## config.mk

```make
export PLATFORM = sky130hd
export DESIGN_NAME = prog_loader
export DESIGN_NICKNAME = d
export VERILOG_FILES = /design/src/rtl/loader_pkg.sv /design/src/rtl/loader_word_packer.sv /design/src/rtl/prog_loader.sv
export SDC_FILE = /design/constraint.sdc
export NUM_CORES = 1
export LEC_CHECK = 0
export BUFFER_PORTS_ARGS = -buffer_cell sky130_fd_sc_hd__buf_2
export CORE_ASPECT_RATIO = 0.6
export CORE_MARGIN = 5
export CORE_UTILIZATION = 54
export CTS_CLUSTER_SIZE = 12
export DETAILED_ROUTE_END_ITERATION = 7
export PLACE_DENSITY_LB_ADDON = 0.2
export SLEW_MARGIN = 20
export SYNTH_ARGS = -nofsm -noshare
export SYNTH_HDL_FRONTEND = slang
export SYNTH_SLANG_ARGS = --single-unit
```

## constraint.sdc

```tcl
create_clock -name clk -period 3.9 [get_ports clk]
set_input_delay 0.195 -clock clk [delete_from_list [all_inputs] [get_ports clk]]
set_output_delay 0.195 -clock clk [all_outputs]
set_load 0.02 [all_outputs]
```

## src/rtl/loader_pkg.sv

```systemverilog
// Shared constants and state encoding for the byte-stream program loader.
package loader_pkg;
  localparam logic [31:0] LD_BASE_ADDR      = 32'h8000_0000;
  localparam int unsigned LD_CAPACITY_WORDS = 32768;
  localparam int          HDR_BYTES         = 4;
  localparam int          NUM_LANES         = 4;

  typedef enum logic [1:0] {HDR, DATA, DONE, ERR} ld_state_t;
endpackage

```

## src/rtl/loader_word_packer.sv

```systemverilog
// Little-endian byte-to-word packer: one buffered byte per lane, cleared on emit.
module loader_word_packer
  import loader_pkg::*;
#(
  parameter int LANES = NUM_LANES,
  localparam int LW   = $clog2(LANES)
) (
  input  logic                        clk,
  input  logic                        rst,
  input  logic                        byte_vld,
  input  logic [7:0]                  byte_data,
  input  logic [LW-1:0]               lane,
  input  logic                        flush,
  output logic                        word_vld,
  output logic [LANES-1:0][7:0]       word
);
  logic [LANES-1:0][7:0] lane_buf;
  logic [LANES-1:0][7:0] asm_word;
  logic                  emit;

  // top lane completes a word; flush forces out a partial one
  assign emit = byte_vld && ((lane == LW'(LANES-1)) || flush);

  for (genvar i = 0; i < LANES; i++) begin : g_lane
    assign asm_word[i] = (lane == LW'(i)) ? byte_data : lane_buf[i];

    // capture the addressed lane; zero all lanes once the word leaves
    always_ff @(posedge clk) begin
      if (rst)           lane_buf[i] <= '0;
      else if (byte_vld) lane_buf[i] <= emit ? 8'h00 : asm_word[i];
    end
  end

  // registered word output; data holds between emits
  always_ff @(posedge clk) begin
    if (rst) begin
      word_vld <= 1'b0;
      word     <= '0;
    end else begin
      word_vld <= emit;
      if (emit) word <= asm_word;
    end
  end
endmodule

```

## src/rtl/prog_loader.sv

```systemverilog
// Length-prefixed byte-stream loader driving the instruction memory load port.
module prog_loader
  import loader_pkg::*;
#(
  parameter logic [31:0] BASE_ADDR      = LD_BASE_ADDR,
  parameter int unsigned CAPACITY_WORDS = LD_CAPACITY_WORDS
) (
  input  logic        clk,
  input  logic        rst,
  input  logic        in_valid,
  input  logic [7:0]  in_data,
  output logic        in_ready,
  output logic        we,
  output logic [31:0] waddr,
  output logic [31:0] wdata,
  output logic        done,
  output logic        err,
  output logic        cpu_rst
);
  localparam logic [31:0] CAP_BYTES = 32'(CAPACITY_WORDS) << 2;

  ld_state_t state;
  logic [31:0] len, cnt, word_idx;
  logic [1:0]  hdr_cnt;
  logic        acc, pk_vld, last_byte, emit;
  logic [31:0] hdr_len;
  logic [NUM_LANES-1:0][7:0] pk_word;

  assign acc       = in_valid && in_ready;
  assign hdr_len   = {in_data, len[31:8]};
  assign last_byte = (cnt == len - 32'd1);
  assign pk_vld    = acc && (state == DATA);
  assign emit      = pk_vld && ((cnt[1:0] == 2'd3) || last_byte);

  loader_word_packer #(.LANES(NUM_LANES)) u_pack (
    .clk       (clk),
    .rst       (rst),
    .byte_vld  (pk_vld),
    .byte_data (in_data),
    .lane      (cnt[1:0]),
    .flush     (last_byte),
    .word_vld  (we),
    .word      (pk_word)
  );

  assign wdata   = pk_word;
  assign cpu_rst = ~done;

  // header parse, payload counting, address generation and sticky status
  always_ff @(posedge clk) begin
    if (rst) begin
      state    <= HDR;
      in_ready <= 1'b0;
      len      <= '0;
      hdr_cnt  <= '0;
      cnt      <= '0;
      word_idx <= '0;
      waddr    <= BASE_ADDR;
      done     <= 1'b0;
      err      <= 1'b0;
    end else begin
      case (state)
        HDR: begin
          in_ready <= 1'b1;
          if (acc) begin
            len     <= hdr_len;
            hdr_cnt <= hdr_cnt + 2'd1;
            if (hdr_cnt == 2'(HDR_BYTES-1)) begin
              if (hdr_len == 32'd0) begin
                state    <= DONE;
                in_ready <= 1'b0;
              end else if (hdr_len > CAP_BYTES) begin
                state    <= ERR;
                in_ready <= 1'b0;
              end else begin
                state <= DATA;
              end
            end
          end
        end
        DATA: begin
          if (acc) begin
            cnt <= cnt + 32'd1;
            if (emit) begin
              waddr    <= BASE_ADDR + (word_idx << 2);
              word_idx <= word_idx + 32'd1;
            end
            if (last_byte) begin
              state    <= DONE;
              in_ready <= 1'b0;
            end
          end
        end
        DONE: begin
          in_ready <= 1'b0;
          done     <= 1'b1;
        end
        default: begin
          in_ready <= 1'b0;
          err      <= 1'b1;
        end
      endcase
    end
  end
endmodule
```

==> results of run 1 <==
through the flow:
stage / util / hold slack (ns) / setup slack (ns)
CTS: 0.6198 / 0.09032 / 0.05413
global placement: 0.5893 / 0.4408 / 0.1154
finish: 0.6289 / 0.1155 / 0.08887
detailed placement: 0.5893 / 0.4465 / 0.07168
global route: 0.6289 / 0.1121 / -0.02367
floorplan: - / 0.4129 / 0.08945
cell usage in the layout, fill, tap and decap left out, types with 7 or more instances in the layout:
cell	n
a31o_2	11
mux2i_1	35
buf_4	53
nor4_1	14
a21oi_1	146
nand2_1	141
o21ai_0	35
clkbuf_16	20
nor2_1	54
nand2b_1	8
or3_1	15
a31oi_1	7
inv_1	15
and3_1	24
xnor2_1	29
buf_2	77
nor3_1	24
a211oi_1	36
nand4_1	23
ha_1	7
o31ai_1	23
dfxtp_1	196
xor2_1	31
or4_1	31
nand3_1	67
repair_timing:
item                       in CTS  in global routing
setup endpoints to repair       0                 28
gates resized for setup         0                  9
hold buffers                    0                  0
buffers inserted                0                  5
power by group through the flow:
stage | clock, mW | combinational (mW) | sequential (mW)
finish | 1.61 | 0.196 | 2.02
global route | 1.71 | 0.210 | 2.02
CTS | 1.63 | 0.186 | 2.02
detailed placement | 0 | 0.185 | 2.06
global placement | 0 | 0.185 | 2.06
floorplan | 0 | 0.128 | 2.06
worst paths after layout:
check / start / to / slack (ns) / depth (start not counted)
setup / recovery: len[2] / word_idx[6] / 0.09 / 11
hold / removal: in_valid / in_ready / 0.12 / 3
setup reg to reg: len[2] / word_idx[6] / 0.09 / 11
hold reg to reg: u_pack.lane_buf[4] / u_pack.lane_buf[4] / 0.46 / 2
area by class of cell:
class	count	share of cell area
multi-input cells	831	0.4674
flip-flops and latches	196	0.3642
repair buffers	137	0.08711
clock buffers	19	0.04112
well taps	234	0.02718
clock inverters	11	0.007433
inverters	16	0.005575
state kept, by name (all words and copies together), names as in the netlist:
register / flops
in_ready: 1
hdr_cnt: 2
len: 32
err: 1
u_pack.lane_buf: 32
u_pack.word_vld: 1
state: 2
waddr: 30
cnt: 32
u_pack.word: 32
word_idx: 30
done: 1
cell families (layout without fill, tap and decap cells):
| family | Yosys count | after routing |
|---|---|---|
| other | 1 | 2 |
| AND/OR/NAND/NOR | 440 | 440 |
| buffers and inverters | 123 | 183 |
| adder cells (fa/ha/maj) | 7 | 7 |
| AO/OA/AOI/OAI | 286 | 286 |
| XOR/XNOR | 60 | 60 |
| multiplexers | 36 | 36 |
| flip-flops | 196 | 196 |
critical path, stage by stage (launching register included):
cell,delay (ns)
dfxtp_1,0.32
or4_4,0.58
or4_4,0.54
nor4_4,0.28
xnor2_1,0.09
or4_4,0.50
a2111oi_4,0.37
a21oi_4,0.18
buf_12,0.17
buf_2,0.16
or4_1,0.47
o21ai_0,0.09
metal layers:
metal / up-vias / wire [µm]
met5: - / 0
met4: 0 / 223
met3: 20 / 2111
met2: 305 / 10390
met1: 4195 / 13210
li1: 4214 / -
==> impl_metrics.json, run 1 <==
{
  "power_frac_clock": 0.421,
  "grtUsageMet3": 0.07610,
  "area_growth_pct": 14.69,
  "final.fill_count": 1510,
  "final.setup.tns_ns": 0,
  "drtPass1Iterations": 5,
  "synth_top_family_by_area": "simple AND/OR/NAND/NOR gates",
  "initial_utilization": 0.5484,
  "synth-simple-area-share": 0.2400,
  "synthTopCellsByCount": "196 x dfxtp_1, 149 x a21oi_1, 142 x nand2_1",
  "synth-async-reset-ratio": 0,
  "arrival_ns": 4.18,
  "n_antenna_cell": 0,
  "die_y_um": 112.2,
  "synth_compound_area_frac": 0.1846,
  "cts_tree": "done",
  "synth_top_area_frac": 0.4177,
  "power_mw": 3.823,
  "start_kind": "flip-flop",
  "synth-seq-area-share": 0.4177,
  "die-area_um2": 20220,
  "synthesis.area_um2": 9393,
  "coreArea_um2": 17130,
  "relSlewSlack": 0.3013,
  "wirelength_um": 25940,
  "cp.required_ns": 4.27,
  "slew_viol_final": 0,
  "grt_util_all_layers": 0.2472,
  "synthCells": 1149,
  "yosys.area.top_type": "dfxtp_1",
  "hold_class": "in2reg",
  "synth_most_common_cell": "dfxtp_1",
  "setup_viol": 0,
  "io_buffers": 77,
  "placementRows": 37,
  "gp_congestion": 0.9702,
  "syn_area_per_cell_um2": 8.175,
  "cap_violations": 0,
  "drive_above_1_share": 0.1711,
  "power_density_nw_per_um2": 354.8,
  "yosys.cell_types.count": 62,
  "dpl-instance-area_um2": 10090,
  "outcome": "finished clean",
  "max_clock_freq_ghz": 0.2624,
  "fp.dieW_um": 180.3,
  "register_area_um2": 3924,
  "pwr-share-seq": 0.528,
  "synth_fa_ha_area_frac": 0.009325,
  "overflow": 0,
  "grt_max_degree": 70,
  "ys.flop_type": "dfxtp_1",
  "cts.path.max_buffers": 2,
  "comb_power_share": 0.051,
  "htreeDepth": 4,
  "ir_worst_vdd_mv": 0.2788,
  "busiest_layer": "met1",
  "drt_iter0_drc": 893,
  "viasPerCell": 6.048,
  "antenna_found_initial": 0,
  "fin_cells": 1444,
  "worst_pin_slew_ns": 1.044,
  "vias": 8734,
  "fin_skew_ns": 0.01104,
  "yosysWarnings": 0,
  "wl_per_cell_um": 17.96,
  "cts_root_buffer": "clkbuf_16",
  "fin_area_um2": 10770,
  "power.switching_mw": 0.9244,
  "cp_max_fo": 7,
  "muxShareOfSynthArea": 0.03850,
  "layout.nets": 1217,
  "grt_pass1_wl_um": 41200,
  "p_leak_nw": 3.948,
  "clk_pin_slew_ns": 0.07,
  "synthXorXnorAreaFrac": 0.05595,
  "post-route-period-util": 0.9772,
  "multiInputGateArea_um2": 5035,
  "place_inst": 1406,
  "synth-seq-cells": 196,
  "drc": 0,
  "final_antenna_net_count": 0,
  "synth-edff-count": 0,
  "hold_viol": 0,
  "grt_use_met2": 0.3323,
  "yosys-top-cells-area": "dfxtp_1 42%, a21oi_1 7.9%, nand2_1 5.7%",
  "dp_hpwl_um": 17030,
  "p_int_mw": 2.898,
  "swShare": 0.2418,
  "cp-end-kind": "flip-flop",
  "numCtsBuffers": 17,
  "pin_count": 80,
  "grt_use_met1": 0.3809,
  "period_needed_ns": 3.811,
  "setup.worst_path.class": "reg2reg",
  "cts.sink_count": 196,
  "clk_latency_ns": 0.44,
  "grt_pass1_vias": 7732
}
Note: power is estimated with default switching activity, not from simulation.
==> inputs of run 2 (changes only) <==
- REMOVE_ABC_BUFFERS: not set -> 1
==> impl_metrics.json, run 2 (synthesis results as in run 1) <==
{
  "outcome": "finished clean",
  "final_antenna_net_count": 0,
  "area_growth_pct": 15.07,
  "cap_violations": 0,
  "overflow": 0,
  "power_mw": 3.961,
  "final.fill_count": 1511,
  "htreeDepth": 4,
  "cp-end-kind": "flip-flop",
  "n_antenna_cell": 0,
  "cts.sink_count": 196,
  "gp_congestion": 0.9305,
  "rsz0062_at_grt": "true",
  "path_cells": "or4_4, or4_4, nor4_4, xnor2_1, or4_4, a2111oi_4, a21o_2, nand2_1, buf_12, a31o_2",
  "mostFrequentLayoutCells": "196 x dfxtp_1, 148 x a21oi_1, 141 x nand2_1",
  "power.switching_mw": 0.9708,
  "grt_pass1_wl_um": 42580,
  "worst_pin_slew_ns": 0.9730,
  "die_y_um": 112.2,
  "post-route-period-util": 0.9802,
  "layout_commonest_cell": "dfxtp_1",
  "clk_pin_slew_ns": 0.07,
  "hold_class": "in2reg",
  "io_buffers": 77,
  "die-area_um2": 20220,
  "drc": 0,
  "wl_per_cell_um": 18.38,
  "drt_iter0_drc": 1058,
  "slowest_delay_ns": 0.54,
  "drtPass1Iterations": 6,
  "pin_count": 80,
  "clk_latency_ns": 0.44,
  "period_needed_ns": 3.823,
  "pwr-share-seq": 0.509,
  "slew_viol_final": 0,
  "critical_path.slowest_cell": "or4_4",
  "cts.path.max_buffers": 2,
  "coreArea_um2": 17130,
  "wirelength_um": 26520,
  "cts_root_buffer": "clkbuf_16",
  "fin_area_um2": 10810,
  "ir_worst_vdd_mv": 0.2611,
  "antenna_found_initial": 0,
  "dpl-instance-area_um2": 10130,
  "grt_pass1_vias": 7905,
  "vias": 8825,
  "hold_viol": 0,
  "placementRows": 37,
  "grt_max_degree": 89,
  "start_kind": "flip-flop",
  "cp.required_ns": 4.22,
  "grt_util_all_layers": 0.2541,
  "dp_hpwl_um": 17690,
  "viasPerCell": 6.116,
  "layout.nets": 1214,
  "power_frac_clock": 0.442,
  "cp_max_fo": 14,
  "p_int_mw": 2.991,
  "fp.dieW_um": 180.3,
  "p_leak_nw": 3.970,
  "relSlewSlack": 0.3513,
  "comb_power_share": 0.049,
  "numCtsBuffers": 17,
  "fin_skew_ns": 0.009969,
  "crit_top_cell": "or4_4",
  "cts_tree": "done",
  "drive_above_1_share": 0.1704,
  "initial_utilization": 0.5484,
  "setup_viol": 0,
  "swShare": 0.2451,
  "setup.worst_path.class": "reg2reg",
  "max_clock_freq_ghz": 0.2616,
  "arrival_ns": 4.15,
  "power_density_nw_per_um2": 366.5
}
-- run 2: cell types whose count changed in the layout (fill, tap and decap cells not counted), moves of 2 or more --
cell / before / now
buf_4: 53 / 50
clkbuf_16: 20 / 18
inv_6: 2 / 6
buf_12: 4 / 7
a21oi_1: 146 / 148
clkinv_2: 3 / 1
inv_8: 0 / 2
a21oi_2: 3 / 1
-- run 2: metrics by stage --
stage          worst slack (ns)  std cells  hold WS, ns  utilization  TNS, ns
6_report                0.07730       1443       0.1081       0.6310        0
5_1_grt                -0.03838       1443       0.1151       0.6310  -0.2345
4_1_cts                 0.03485       1439      0.09371       0.6251        0
3_5_place_dp            0.06382       1407       0.4465       0.5912        0
3_3_place_gp             0.1184       1407       0.4410       0.5912        0
2_1_floorplan            -1.227       1043       0.2641            -  -109.73
-- run 2: area by class of cell --
| class | instances | area (µm²) | share of cell area |
|---|---|---|---|
| multi-input cells | 831 | 5030 | 0.4654 |
| flip-flops and latches | 196 | 3924 | 0.3630 |
| repair buffers | 134 | 920.9 | 0.08520 |
| clock buffers | 18 | 439.2 | 0.04063 |
| well taps | 234 | 292.8 | 0.02709 |
| clock inverters | 14 | 141.4 | 0.01308 |
| inverters | 16 | 60.06 | 0.005557 |
-- run 2: metal layers --
| layer | part of all wire | up-vias | track usage | routed length [µm] |
|---|---|---|---|---|
| met5 | 0 | - | 0 | 0 |
| met4 | 0.013 | 0 | 0.06445 | 358 |
| met3 | 0.099 | 33 | 0.05635 | 2615 |
| met2 | 0.38 | 405 | 0.3306 | 10150 |
| met1 | 0.51 | 4167 | 0.4132 | 13390 |
| li1 | - | 4220 | - | - |
-- run 2: timing repair --
action                                  4_1_cts  5_1_grt
endpoints found under the setup margin        0       83
hold buffers                                  0        0
gates resized for setup                       0        9
setup buffers                                 0        3
endpoints found under the hold margin         0        0
-- run 2: worst max-delay path: cells and delay by family (launching register included) --
kind / cells / cell delay [ns]
AOI/OAI and AO/OA: 3 / 0.95
xor gates and xnor gates: 1 / 0.10
buffers and inverters: 1 / 0.27
DFF: 1 / 0.31
and+or+nand+nor: 5 / 2.05
-- run 2: worst paths after layout --
kind / startpoint / end / slack [ns] / cells past startpoint
worst min-delay path: in_data[0] / len[24] / 0.11 / 3
worst max-delay path: len[2] / waddr[9] / 0.08 / 10
worst max register to register: len[2] / waddr[9] / 0.08 / 10
worst min register to register: u_pack.lane_buf[4] / u_pack.lane_buf[4] / 0.45 / 2
-- run 2: power groups by stage --
stage	Sequential, mW	Combinational [mW]	Clock, mW
3_3_place_gp	2.06	0.180	0
4_1_cts	2.02	0.182	1.77
3_5_place_dp	2.06	0.181	0
6_report	2.02	0.193	1.75
5_1_grt	2.02	0.210	1.85
2_1_floorplan	2.06	0.0898	0
==> inputs of run 3 (changes only) <==
- PLACE_DENSITY: not set -> 0.76
- PLACE_DENSITY_LB_ADDON: 0.2 -> not set
==> impl_metrics.json, run 3 (synthesis results as in run 1) <==
{
  "outcome": "finished clean",
  "power_density_nw_per_um2": 371.3,
  "drtPass1Iterations": 8,
  "viasPerCell": 6.103,
  "hold_class": "in2reg",
  "cp-end-kind": "flip-flop",
  "pin_count": 80,
  "initial_utilization": 0.5484,
  "cts_tree": "done",
  "start_kind": "flip-flop",
  "wl_per_cell_um": 18.41,
  "clk_latency_ns": 0.44,
  "area_growth_pct": 15.96,
  "io_buffers": 77,
  "layout_commonest_cell": "dfxtp_1",
  "placementRows": 37,
  "hold_viol": 0,
  "drive_above_1_share": 0.1775,
  "drc": 0,
  "ir_worst_vdd_mv": 0.2956,
  "holdBufCountCts": 0,
  "numCtsBuffers": 17,
  "worst-r2r-setup-slack_ns": 0.08,
  "cap_violations": 0,
  "relSlewSlack": 0.3098,
  "period_needed_ns": 3.819,
  "final_antenna_net_count": 0,
  "dp_hpwl_um": 18250,
  "mostFrequentLayoutCells": "196 x dfxtp_1, 148 x a21oi_1, 141 x nand2_1",
  "gp_congestion": 1.034,
  "path_cells": "or4_4, or4_4, o311a_1, or4_1, nor4_2, buf_4, a21oi_4, buf_4, buf_12, or4_1, a21oi_2",
  "dpl-instance-area_um2": 10180,
  "vias": 8856,
  "max_clock_freq_ghz": 0.2619,
  "p_leak_nw": 4.008,
  "cp.required_ns": 4.26,
  "wirelength_um": 26720,
  "grt_pass1_vias": 7916,
  "grt_max_degree": 154,
  "fp.dieW_um": 180.3,
  "n_antenna_cell": 0,
  "htreeDepth": 4,
  "worst_pin_slew_ns": 1.034,
  "layout.nets": 1222,
  "grt_pass1_wl_um": 43170,
  "antenna_found_initial": 0,
  "slew_viol_final": 0,
  "setup_viol": 0,
  "cp_max_fo": 10,
  "slowest_delay_ns": 0.57,
  "die_y_um": 112.2,
  "cts.path.max_buffers": 2,
  "grt_util_all_layers": 0.2581,
  "critical_path.slowest_cell": "or4_4",
  "rsz0062_at_grt": "false",
  "arrival_ns": 4.18,
  "cts.sink_count": 196,
  "power_mw": 4.044,
  "setup.worst_path.class": "reg2reg",
  "die-area_um2": 20220,
  "overflow": 0,
  "clk_pin_slew_ns": 0.08,
  "coreArea_um2": 17130,
  "cts_root_buffer": "clkbuf_16",
  "fin_area_um2": 10890,
  "fin_skew_ns": 0.02372,
  "post-route-period-util": 0.9792,
  "drt_iter0_drc": 1066
}
## run 3: per-stage QoR
step | std cells | utilization | worst slack, ns | hold slack [ns] | TNS (ns)
after CTS | 1449 | 0.6303 | 0.005074 | 0.09597 | 0
after global routing | 1451 | 0.6359 | 0.004176 | 0.1105 | 0
after global placement | 1417 | 0.5941 | 0.08351 | 0.4404 | 0
after floorplan | 1043 | - | -1.227 | 0.2641 | -109.73
final | 1451 | 0.6359 | 0.08111 | 0.1127 | 0
after detailed placement | 1417 | 0.5942 | 0.03626 | 0.4458 | 0
## run 3: routing by layer
metal,share of wire,global-route usage,vias to the layer above,routed length (µm)
li1,-,-,4248,-
met1,0.50,0.4213,4151,13310
met2,0.38,0.3346,437,10210
met3,0.11,0.06606,20,3001
met4,0.0074,0.05035,0,199
met5,0,0,-,0
## run 3: critical path: cells and delay by family (launching register included)
kind	cells	cell delay (ns)
AOI/OAI and AO/OA	3	0.59
DFF	1	0.31
and+or+nand+nor	5	2.36
buffers and inverters	3	0.49
## run 3: worst paths after layout
kind,start,end,cells after the start
max,len[8],word_idx[2],11
max reg2reg,len[8],word_idx[2],11
min,in_data[2],len[26],3
min reg2reg,u_pack.lane_buf[14],u_pack.lane_buf[14],2
## run 3: area by class of cell
cell class | count | area (µm²)
Inverter | 16 | 60.06
Fill cell | 1488 | 6237
Tap cell | 234 | 292.8
Multi-Input combinational cell | 831 | 5040
Timing Repair Buffer | 142 | 955.9
Clock inverter | 14 | 180.2
Clock buffer | 18 | 439.2
Sequential cell | 196 | 3924
## run 3: repair_timing
item / 4_1_cts / 5_1_grt
setup endpoints to repair: 0 / 116
resized for setup: 0 / 9
buffers inserted: 0 / 1
## run 3: power breakdown
group | internal (mW) | total [mW] | switching [mW] | leakage, nW
logic | 0.0696 | 0.207 | 0.137 | 2.13
clock network | 0.895 | 1.82 | 0.928 | 0.300
registers | 2.01 | 2.01 | 0.00817 | 1.58
